### src/rtl/jesd204_tx_link.sv
// jesd204_tx_link: JESD204B transmit link layer producing CGS, ILAS and data octets
// with per-octet K flags for the 8B/10B encoder, aligned to the SYSREF-derived LMFC.
module jesd204_tx_link #(
   parameter int NUM_LANES             = 4,
   parameter int OCTETS_PER_FRAME      = 2,
   parameter int FRAMES_PER_MULTIFRAME = 16
) (
   input  logic                      jesd_clk,
   input  logic                      reset,
   input  logic                      jesd_sysref,
   input  logic                      jesd_sync,
   input  logic [111:0]              ilas_cfg,
   input  logic [32*NUM_LANES-1:0]   tx_data,
   input  logic                      tx_valid,
   output logic                      tx_ready,
   output logic [32*NUM_LANES-1:0]   phy_data,
   output logic [4*NUM_LANES-1:0]    phy_charisk,
   output logic [1:0]                link_state,
   output logic                      lmfc_edge,
   output logic                      underflow
);
   localparam int FK = OCTETS_PER_FRAME * FRAMES_PER_MULTIFRAME;
   localparam int BPM = FK / 4;
   localparam int LW = $clog2(BPM);
   localparam logic [LW-1:0] LMAX = LW'(BPM - 1);
   localparam logic [9:0] JLAST = 10'(FK - 1);

   typedef enum logic [1:0] {CGS = 2'd0, ILAS = 2'd1, DATA = 2'd2} state_t;

   state_t state, state_n;
   logic sync_m, sync_s, sync_q, sysref_q;
   logic [LW-1:0] lmfc_cnt, beat;
   logic [1:0] mf;
   logic [127:0] cfg_q;
   logic resync, ilas_last;
   logic [31:0] ilas_word;
   logic [3:0] ilas_k;

   // a lone low SYNC~ cycle is an error report; two in a row request resync
   assign resync = !sync_s && !sync_q;
   assign ilas_last = mf == 2'd3 && beat == LMAX;
   assign tx_ready = state == DATA;

   always_comb begin
      state_n = state;
      state_n = state == CGS ? ((sync_s && lmfc_cnt == LMAX) ? ILAS : CGS) :
                resync ? CGS :
                (state == ILAS && ilas_last) ? DATA : state;
   end

   // j is the octet index within the current ILAS multiframe
   for (genvar n = 0; n < 4; n++) begin : g_oct
      logic [9:0] j;
      logic [3:0] idx;
      assign j = 10'({beat, 2'b00}) + 10'(n);
      assign idx = 4'(j - 10'd2);
      assign ilas_k[n] = j == 10'd0 || j == JLAST || (mf == 2'd1 && j == 10'd1);
      assign ilas_word[8*n +: 8] = j == 10'd0 ? 8'h1C :
                                   j == JLAST ? 8'h7C :
                                   (mf == 2'd1 && j == 10'd1) ? 8'h9C :
                                   (mf == 2'd1 && j >= 10'd2 && j <= 10'd15) ? cfg_q[{idx, 3'b000} +: 8] :
                                   j[7:0];
   end

   always_ff @(posedge jesd_clk or posedge reset) begin
      if (reset) begin
         state       <= CGS;
         sync_m      <= 1'b0;
         sync_s      <= 1'b0;
         sync_q      <= 1'b0;
         sysref_q    <= 1'b0;
         lmfc_cnt    <= '0;
         beat        <= '0;
         mf          <= 2'd0;
         cfg_q       <= '0;
         phy_data    <= {4*NUM_LANES{8'hBC}};
         phy_charisk <= '1;
         link_state  <= 2'd0;
         lmfc_edge   <= 1'b0;
         underflow   <= 1'b0;
      end else begin
         sync_m     <= jesd_sync;
         sync_s     <= sync_m;
         sync_q     <= sync_s;
         sysref_q   <= jesd_sysref;
         lmfc_cnt   <= ((jesd_sysref && !sysref_q) || lmfc_cnt == LMAX) ? '0 : lmfc_cnt + 1'b1;
         state      <= state_n;
         if (state == CGS) begin
            beat <= '0;
            mf   <= 2'd0;
            if (state_n == ILAS)
               cfg_q <= {16'h0, ilas_cfg};
         end else if (state == ILAS) begin
            beat <= beat == LMAX ? '0 : beat + 1'b1;
            mf   <= beat == LMAX ? mf + 1'b1 : mf;
         end
         lmfc_edge   <= lmfc_cnt == '0;
         link_state  <= state;
         underflow   <= state == DATA && !tx_valid;
         phy_data    <= state == CGS ? {4*NUM_LANES{8'hBC}} :
                        state == ILAS ? {NUM_LANES{ilas_word}} :
                        tx_valid ? tx_data : '0;
         phy_charisk <= state == CGS ? '1 :
                        state == ILAS ? {NUM_LANES{ilas_k}} : '0;
      end
   end
endmodule

### config.mk
export PLATFORM = sky130hd
export DESIGN_NAME = jesd204_tx_link
export DESIGN_NICKNAME = d
export VERILOG_FILES = /design/src/rtl/jesd204_tx_link.sv
export SDC_FILE = /design/constraint.sdc
export NUM_CORES = 1
export LEC_CHECK = 0
export ABC_AREA = 1
export CAP_MARGIN = 20
export CORE_ASPECT_RATIO = 0.8
export CORE_MARGIN = 3
export CORE_UTILIZATION = 51
export CTS_BUF_LIST = sky130_fd_sc_hd__clkbuf_8
export CTS_CLUSTER_DIAMETER = 60
export CTS_CLUSTER_SIZE = 16
export DETAILED_ROUTE_END_ITERATION = 8
export PLACE_DENSITY_LB_ADDON = 0.08
export SLEW_MARGIN = 10
export SYNTH_ARGS = -nofsm -noshare
export SYNTH_HDL_FRONTEND = slang
export SYNTH_SLANG_ARGS = --single-unit
### constraint.sdc
create_clock -name jesd_clk -period 13.7 [get_ports jesd_clk]
set_input_delay 1.37 -clock jesd_clk [delete_from_list [all_inputs] [get_ports jesd_clk]]
set_output_delay 1.37 -clock jesd_clk [all_outputs]
set_load 0.05 [all_outputs]
==> results of run 1 <==
==> cell usage after synthesis <==
cell type  instances  share of area (%)
o22ai_1            3               0.16
clkbuf_1          21               0.67
dfstp_2           84                 19
buf_1              5               0.16
buf_8              2               0.26
o21ai_1           73                3.1
nor2_4            20                1.9
buf_2             26                1.1
nor3_1             4               0.17
inv_2              4               0.13
nand4_1            2               0.11
nand3_1           93                4.0
nand2_1          398                 13
a22oi_1            4               0.26
nor2_1            68                2.2
a21oi_2           25                1.9
nor2_8             1               0.17
a21oi_1           69                3.0
ha_1               9               0.96
inv_1            150                4.8
o21bai_1           1              0.064
o211ai_1           1              0.064
a31oi_1            2               0.11
nor2_2             3               0.16
o21ai_0           23               0.98
nand2_2            2               0.11
o21ai_2           15                1.1
nand3_4            1               0.15
buf_6             16                1.5
dfrtp_1          178                 38
buf_4             14               0.90
==> worst max path at each step <==
stage	from	to	slack (ns)	depth (start not counted)
detailed placement	tx_valid	phy_data[126]$_DFF_PP0_	10.04	7
global placement	tx_valid	phy_data[89]$_DFF_PP0_	10.14	7
floorplan	reset	beat[0]$_DFFE_PP0P_	5.26	1
global route	beat[1]$_DFFE_PP0P_	phy_data[14]$_DFF_PP0_	9.74	7
finish	state[1]$_DFF_PP0_	tx_ready	10.02	3
CTS	state[1]$_DFF_PP0_	tx_ready	9.99	3
==> cell type report <==
cell class / count / area (um2) / area share, %
flip-flops and latches: 262 / 6660 / 41.8
repair buffers: 403 / 4060 / 25.4
multi-input cells: 817 / 3910 / 24.5
inverters: 154 / 586 / 3.67
well taps: 300 / 375 / 2.35
clock buffers: 22 / 303 / 1.90
clock inverters: 14 / 57.6 / 0.361
diodes: 2 / 5.00 / 0.0314
==> registers in the layout, summed over array words and instances (netlist names) <==
signal and count:
sync_s 1, sysref_q 1, sync_q 1, sync_m 1
beat 3, lmfc_edge 1, lmfc_cnt 3, underflow 1
state 2, phy_charisk 4, link_state 2, phy_data 128
mf 2, cfg_q 112
==> per-layer routing <==
metal / vias up / wire length (um) / GRT usage [%]
met2: 432 / 17100 / 45.6
li1: 4772 / - / -
met3: 62 / 2620 / 5.48
met1: 4839 / 15000 / 39.3
met5: - / 31 / 0
met4: 4 / 1010 / 7.97
==> power by group <==
part | total [W] | switching (W) | internal, W
clock | 0.000402 | 0.000252 | 0.000150
combinational | 0.000988 | 0.000628 | 0.000361
sequential | 0.00116 | 0.000112 | 0.00105
total | 0.00255 | 0.000991 | 0.00156
==> metrics by stage <==
stage,util [%],hold WS [ns]
4_1_cts,72.0,0.382
3_3_place_gp,70.4,0.336
6_report,72.4,0.383
5_1_grt,72.4,0.392
3_5_place_dp,70.4,0.335
2_1_floorplan,-,0.331
==> cells by family (layout without fill, tap and decap cells) <==
logic type / count (synthesis) / in the layout / share of synthesized area, %
adders and majority gates: 9 / 9 / 0.963
AOI/OAI and AO/OA: 216 / 216 / 10.7
buffers and inverters: 238 / 593 / 9.59
and+or+nand+nor: 592 / 592 / 21.7
other: 0 / 2 / 0
DFF: 262 / 262 / 57.0
==> summary.md, run 1 <==
| Metric | Value |
|---|---|
| Status | completed |
| Slowest-stage cell, CP | clkdlybuf4s50_1 |
| Synth Register Bits | 262 |
| Final Non-Filler Cells | 1974 |
| Cell area after layout | 16000 um2 |
| GRT Total Usage | 28.2% |
| Wire length per cell | 18.1 um |
| Synth Cell Area | 11700 um2 |
| CTS tree | done |
| IO buf count | 393 |
| Full die area | 24800 um2 |
| Unrepaired setup endpoints after global routing | false |
| Rel. slew slack | 25.7% |
| Worst Path Max Fanout | 41 |
| Post-synth cell types | 31 |
| DRC Markers | 0 |
| Post-CTS Setup Bufs | 0 |
| # IOs | 394 |
| CTS max path bufs | 3 |
| Largest net degree at the start of global routing | 114 |
| Data arrival, critical path | 2.31 ns |
| Clock transition at the registers of the reported paths | 0.10 ns |
| Setup WS pre-CTS | 10.04 ns |
| H-tree lvl count | 1 |
| Initial drt markers | 843 |
| Initial antenna violation count | 4 |
| Setup ws final | 10.02 ns |
| Critical Path Sink Type | output pin |
| Final TNS setup | 0 ns |
| Sequential area share after synthesis | 57.0% |
| Initial cell density of the core | 53.0% |
| Worst path required time | 12.33 ns |
| Final Hold Viols | 0 |
| Fin crit share | 26.9% |
| CTS sink count | 262 |
| FMAX | 272 MHz |
| Post-route ant nets | 0 |
| CTS Root Buffer Type | clkbuf_8 |
| Warnings from Yosys | 0 |
| Die Y | 141 um |
| # fillers | 1713 |
| LEAKAGE | 7.55 nW |
| CTS Buf Count | 20 |
| Commonest non-fill, non-tap cell in the layout | nand2_1 |
| Final Skew | 0.0217 ns |
| Worst Max-Slew Pin Slew | 1.11 ns |
| Final setup fails | 0 |
| Tightest Hold Check Type | flip-flop to flip-flop |
| Buf/Inv on CP | 2 |
| Placed inst area | 15500 um2 |
| WL final | 35.8 mm |
| First-pass GRT wire length | 54.9 mm |
| Pins Over Slew Limit | 0 |
| Router iterations before antenna repair | 5 |
| R2r endpoint | phy_data[111]$_DFF_PP1_ |
| Most frequent cells in the layout | nand2_1 (398), clkdlybuf4s50_1 (392), dfrtp_1 (177), inv_1 (161), nand3_1 (93) |
| Reg2reg path depth | 7 |
| Post-Syn Instances | 1317 |
| VDD IR-drop max | 0.0988 mV |
| Layout cells sized above 1 | 11.5% |
| Fin nets | 1912 |
| Hold path endpoint | sync_s$_DFF_PP0_ |
| Drt via density | 5.12 |
| Startpoint types | flip-flop |
| Hold buffers post-CTS | 0 |
| Cells after DPL | 1933 |
| Worst-skew pair later-pin latency | 0.54 ns |
| Syn Nets | 1571 |
| Family with the most delay on the worst path | buffers and inverters |
| Post-route minimum period | 3.68 ns |
| Std cell rows | 48 |
| Core ar. | 22000 um2 |
| CP cell instances | inv_2 -> nor2_1 -> clkdlybuf4s50_1 |
| HP Start | sync_m$_DFF_PP0_ |
| DR vias | 10.1k |
| Vias in the first global route | 9520 |
| Worst R2R Start | beat[1]$_DFFE_PP0P_ |
| Kind of critical path | flip-flop to output pin |
| Detailed placer's ending HPWL | 26.3 mm |
| Power Density | 160 nW/um2 |
| Post_cts resized | 0 |
| Overflow after GRT | 0 |
| Max-cap violations | 0 |
| Crit-path max cell delay | 0.75 ns |
| Hold depth | 0 |
| Design Power | 0.00255 W |
| DIE WIDTH | 175 um |
| Avg Inst Size Synth | 8.88 um2 |
| Worst R2R Setup Slack | 10.03 ns |
| GPL Wtd Cong | 0.868 |
| P&R area growth vs syn | 36.5% |
No activity file was read; power rests on OpenSTA's default activity.
==> run 2: changes to the inputs <==
CORE_UTILIZATION = 47   (was 51)
clock period = 3.65 ns   (was 13.7 ns; I/O delays follow)
==> run 2 against run 1 <==
Wire length increased by 3.6%. Largest power group unchanged. Largest cell class unchanged. Global-route usage decreased by 1.0 points. Count of clock-buffer cells in the layout decreased by 1. Highest routed layer unchanged.
==> summary.md, run 2 (same netlist as run 1, synthesis figures left out) <==
| Metric | Value |
|---|---|
| Data arrival, critical path | 2.18 ns |
| Register Area | 6660 um2 |
| Worst R2R Setup Slack | 1.38 ns |
| Initial antenna violation count | 5 |
| DRC Markers | 0 |
| Kind of critical path | flip-flop to output pin |
| Most frequent cells in the layout | nand2_1 (398), clkdlybuf4s50_1 (392), dfrtp_1 (177), inv_1 (159), nand3_1 (93) |
| Std cell rows | 50 |
| Post-route minimum period | 2.54 ns |
| Rel. slew slack | 50.2% |
| Detailed placer's ending HPWL | 27.9 mm |
| Overflow after GRT | 0 |
| P&R area growth vs syn | 37.1% |
| Top reg by flops | phy_data |
| Multi-input gate area | 3910 um2 |
| Worst Path Max Fanout | 8 |
| Max reg flops | 128 |
| CTS Buf Count | 20 |
| Full die area | 26800 um2 |
| Initial drt markers | 728 |
| Die Y | 147 um |
| Reg2reg path depth | 8 |
| Status | completed |
| Vias in the first global route | 9777 |
| Clock transition at the registers of the reported paths | 0.10 ns |
| Cell area after layout | 16000 um2 |
| Router iterations before antenna repair | 5 |
| Max-cap violations | 0 |
| Slowest-stage cell, CP | clkdlybuf4s50_1 |
| LEAKAGE | 7.57 nW |
| Critical Path Sink Type | output pin |
| Crit-path max cell delay | 0.85 ns |
| # IOs | 394 |
| Drt via density | 5.02 |
| Largest net degree at the start of global routing | 103 |
| Placed inst area | 15600 um2 |
| Power Density | 600 nW/um2 |
| Buf/Inv on CP | 2 |
| # fillers | 1968 |
| CP Depth | 3 |
| DR vias | 10.0k |
| Core ar. | 23900 um2 |
| Final setup fails | 0 |
| Layout cells sized above 1 | 12.0% |
| VDD IR-drop max | 0.354 mV |
| First-pass GRT wire length | 56.8 mm |
| DIE WIDTH | 182 um |
| Final Skew | 0.0195 ns |
| Design Power | 0.00961 W |
| Pins Over Slew Limit | 0 |
| IO buf count | 393 |
| Worst path required time | 3.28 ns |
| Final Hold Viols | 0 |
| Post-route ant nets | 0 |
| GPL Wtd Cong | 0.892 |
| CTS tree | done |
| CTS Root Buffer Type | clkbuf_8 |
| Commonest non-fill, non-tap cell in the layout | nand2_1 |
| CTS sink count | 262 |
| GRT Total Usage | 27.2% |
| WL final | 37.1 mm |
| Worst-skew pair later-pin latency | 0.55 ns |
| Wire length per cell | 18.6 um |
| H-tree lvl count | 1 |
| Worst Max-Slew Pin Slew | 0.747 ns |
| Startpoint types | flip-flop |
| FMAX | 393 MHz |
| Family with the most delay on the worst path | buffers and inverters |
| Post-CTS Setup Bufs | 0 |
| Setup ws final | 1.11 ns |
| Final Non-Filler Cells | 1994 |
| CP cell instances | inv_2 -> nor2_1 -> clkdlybuf4s50_1 |
| Setup WS pre-CTS | 1.46 ns |
| Unrepaired setup endpoints after global routing | false |
| Post_cts resized | 0 |
| CTS max path bufs | 3 |
| Fin nets | 1920 |
| Hold buffers post-CTS | 0 |
| Fin crit share | 69.7% |
| Initial cell density of the core | 48.9% |
| Hold Worst Slack | 0.166 ns |
| Tightest Hold Check Type | input pin to asynchronous set/reset pin |
| Biggest regs | phy_data: 128 flops, cfg_q: 112 flops, phy_charisk: 4 flops |
| Cells after DPL | 1955 |
## run 2: changes by cell type in the layout (fill, tap and decap cells not counted)
cell,before,now
clkinvlp_4,0,1
inv_8,1,0
buf_16,2,0
clkinv_2,0,3
inv_1,161,159
buf_4,7,13
buf_12,1,5
clkbuf_8,22,21
diode_2,2,3
clkinv_4,1,0
## run 2: per-stage QoR
step	setup TNS [ns]	utilization (%)
floorplan	-18.15	-
global placement	0	65.5
detailed placement	0	65.5
CTS	0	66.9
global route	0	67.0
finish	0	67.0
## run 2: path summary, 6_finish.rpt
check / from / to
max: state[1]$_DFF_PP0_ / tx_ready
min in group jesd_clk: jesd_sync / sync_m$_DFF_PP0_
max reg2reg: beat[0]$_DFFE_PP0P_ / phy_data[0]$_DFF_PP0_
max in group asynchronous: reset / cfg_q[71]$_DFFE_PP0P_
min reg2reg: sync_m$_DFF_PP0_ / sync_s$_DFF_PP0_
min: reset / phy_data[96]$_DFF_PP0_
## run 2: layout make-up
| class | instances | share of cell area (%) |
|---|---|---|
| antenna | 3 | 0.0469 |
| clock buffer | 21 | 1.80 |
| clock inverter | 14 | 0.351 |
| inverter | 154 | 3.63 |
| multi-input combinational | 817 | 24.4 |
| sequential | 262 | 41.6 |
| tap | 312 | 2.44 |
| timing repair buffer | 411 | 25.8 |
## run 2: per-layer routing
layer / track usage, % / up-vias / share of wire, %
met4: 7.12 / 4 / 2.7
met2: 43.9 / 404 / 48
li1: - / 4786 / -
met3: 5.35 / 64 / 7.7
met5: 0 / - / 0.065
met1: 37.9 / 4750 / 42
## run 2: where the power goes
| part | leakage [nW] | internal, W | switching (W) |
|---|---|---|---|
| Sequential | 3.04 | 0.00392 | 0.000463 |
| Clock | 0.221 | 0.000540 | 0.000945 |
| Combinational | 4.32 | 0.00136 | 0.00238 |
| Total | 7.57 | 0.00582 | 0.00379 |
## run 2: worst register-to-register path, stage by stage, from the launching register on
cell	delay, ns
dfrtp_2	0.72
inv_2	0.09
ha_1	0.32
buf_4	0.20
nand2_1	0.16
nor2_1	0.07
nor3_1	0.32
nand2_1	0.23
nand2_1	0.11
==> run 3: changes to the inputs <==
CORE_UTILIZATION = 43   (was 47)
clock period = 2.08 ns   (was 3.65 ns; I/O delays follow)
==> run 3 against run 2 <==
Count of clock-buffer cells in the layout stayed put. Worst setup slack worse by 0.99 ns. Die area is 9.0% higher. Critical path depth is 2 lower. Wire length is 0.31% lower. Critical endpoint is now phy_data[81].
==> summary.md, run 3 (same netlist as run 1, synthesis figures left out) <==
| Metric | Value |
|---|---|
| Worst Path Max Fanout | 1 |
| Setup WS pre-CTS | 0.135 ns |
| LEAKAGE | 7.60 nW |
| CP cell instances | clkdlybuf4s50_1 |
| Setup ws final | 0.116 ns |
| Worst R2R Start | beat[0]$_DFFE_PP0P_ |
| Kind of critical path | flip-flop to output pin |
| CTS tree | done |
| Post-route minimum period | 1.96 ns |
| Biggest regs | phy_data: 128 flops, cfg_q: 112 flops, phy_charisk: 4 flops |
| Startpoint types | flip-flop |
| Multi-input gate area | 3910 um2 |
| GRT Total Usage | 25.1% |
| Die Y | 153 um |
| Hold Worst Slack | 0.0545 ns |
| Family with the most delay on the worst path | buffers and inverters |
| CP Depth | 1 |
| IO buf count | 393 |
| Rel. slew slack | 61.4% |
| FMAX | 509 MHz |
| Std cell rows | 53 |
| Fin nets | 1948 |
| Pins Over Slew Limit | 0 |
| VDD IR-drop max | 0.435 mV |
| GPL Wtd Cong | 0.845 |
| Max-cap violations | 0 |
| Clock transition at the registers of the reported paths | 0.11 ns |
| Most frequent cells in the layout | nand2_1 (398), clkdlybuf4s50_1 (295), dfrtp_1 (177), inv_1 (159), dlygate4sd2_1 (94) |
| Detailed placer's ending HPWL | 28.0 mm |
| Drt via density | 4.81 |
| Layout cells sized above 1 | 13.7% |
| Tightest Hold Check Type | input pin to asynchronous set/reset pin |
| # fillers | 2336 |
| Commonest non-fill, non-tap cell in the layout | nand2_1 |
| Post-route ant nets | 0 |
| Router iterations before antenna repair | 5 |
| Core ar. | 26500 um2 |
| Data arrival, critical path | 1.76 ns |
| Crit-path max cell delay | 0.85 ns |
| Overflow after GRT | 0 |
| Design Power | 0.0169 W |
| Final Hold Viols | 0 |
| Buf/Inv on CP | 1 |
| Placed inst area | 16000 um2 |
| Initial drt markers | 700 |
| Fin crit share | 94.4% |
| Register Area | 6660 um2 |
| First-pass GRT wire length | 56.9 mm |
| Worst Max-Slew Pin Slew | 0.578 ns |
| # IOs | 394 |
| CTS Root Buffer Type | clkbuf_8 |
| DRC Markers | 0 |
| DR vias | 9947 |
| Worst path required time | 1.87 ns |
| Final setup fails | 0 |
| Full die area | 29200 um2 |
| Post-CTS Setup Bufs | 0 |
| H-tree lvl count | 1 |
| Top reg by flops | phy_data |
| Unrepaired setup endpoints after global routing | false |
| Slowest-stage cell, CP | clkdlybuf4s50_1 |
| Reg2reg path depth | 8 |
| Final TNS setup | 0 ns |
| DIE WIDTH | 190 um |
| CTS Buf Count | 21 |
| Power Density | 1040 nW/um2 |
| Largest net degree at the start of global routing | 67 |
| Max reg flops | 128 |
| Cell area after layout | 16300 um2 |
| Crit path launch | phy_data[81]$_DFF_PP0_ |
| Status | completed |
| CTS sink count | 262 |
| Initial cell density of the core | 44.1% |
| Final Skew | 0.0280 ns |
| Ant diodes | 0 |
| Initial antenna violation count | 2 |
| Wire length per cell | 17.9 um |
| WL final | 37.0 mm |
| CTS max path bufs | 3 |
| Vias in the first global route | 9822 |
| Worst-skew pair later-pin latency | 0.57 ns |
| P&R area growth vs syn | 39.6% |
| Critical Path Sink Type | output pin |
run 3: changes by cell type in the layout (fill, tap and decap cells not counted):
cell	previous run	this run
clkdlybuf4s50_1	392	295
diode_2	3	0
clkinv_2	3	2
clkinvlp_4	1	2
bufinv_16	0	2
dlygate4sd2_1	0	94
buf_4	13	35
inv_8	0	1
buf_12	5	13
run 3: final timing paths:
path | to | slack (ns)
worst max-delay path | phy_data[81] | 0.12
worst min-delay path | phy_data[97]$_DFF_PP0_ | 0.05
worst max register to register | phy_data[58]$_DFF_PP1_ | 0.12
worst min register to register | sync_s$_DFF_PP0_ | 0.37
max in group asynchronous | phy_data[67]$_DFF_PP1_ | 1.32
min in group jesd_clk | sync_m$_DFF_PP0_ | 0.09
run 3: power breakdown:
group | total [W] | internal [W] | switching (W) | leakage [nW]
Sequential | 0.00756 | 0.00688 | 0.000680 | 3.04
Clock | 0.00297 | 0.00122 | 0.00175 | 0.252
Combinational | 0.00639 | 0.00219 | 0.00420 | 4.31
run 3: layer usage:
layer | routed length (um) | track usage, % | up-vias
li1 | - | - | 4839
met1 | 15500 | 35.0 | 4672
met2 | 17600 | 41.2 | 378
met3 | 2930 | 4.68 | 54
met4 | 849 | 5.55 | 4
met5 | 26 | 0 | -
run 3: what timing repair did:
| item | CTS | global route |
|---|---|---|
| setup endpoints to repair | 94 | 0 |
| resized for setup | 94 | 0 |
| hold buffers | 0 | 0 |
run 3: metrics by stage:
| stage | instances | utilization, % |
|---|---|---|
| floorplan | 1317 | - |
| global placement | 2028 | 60.4 |
| detailed placement | 2028 | 60.4 |
| CTS | 2066 | 61.5 |
| global route | 2066 | 61.5 |
| finish | 2066 | 61.5 |
run 3: final cells by class:
class	instances	area share (%)
Sequential cell	262	40.8
Timing Repair Buffer	438	26.4
Multi-Input combinational cell	817	23.9
Inverter	154	3.56
Tap cell	357	2.74
Clock buffer	21	1.77
Clock inverter	17	0.797
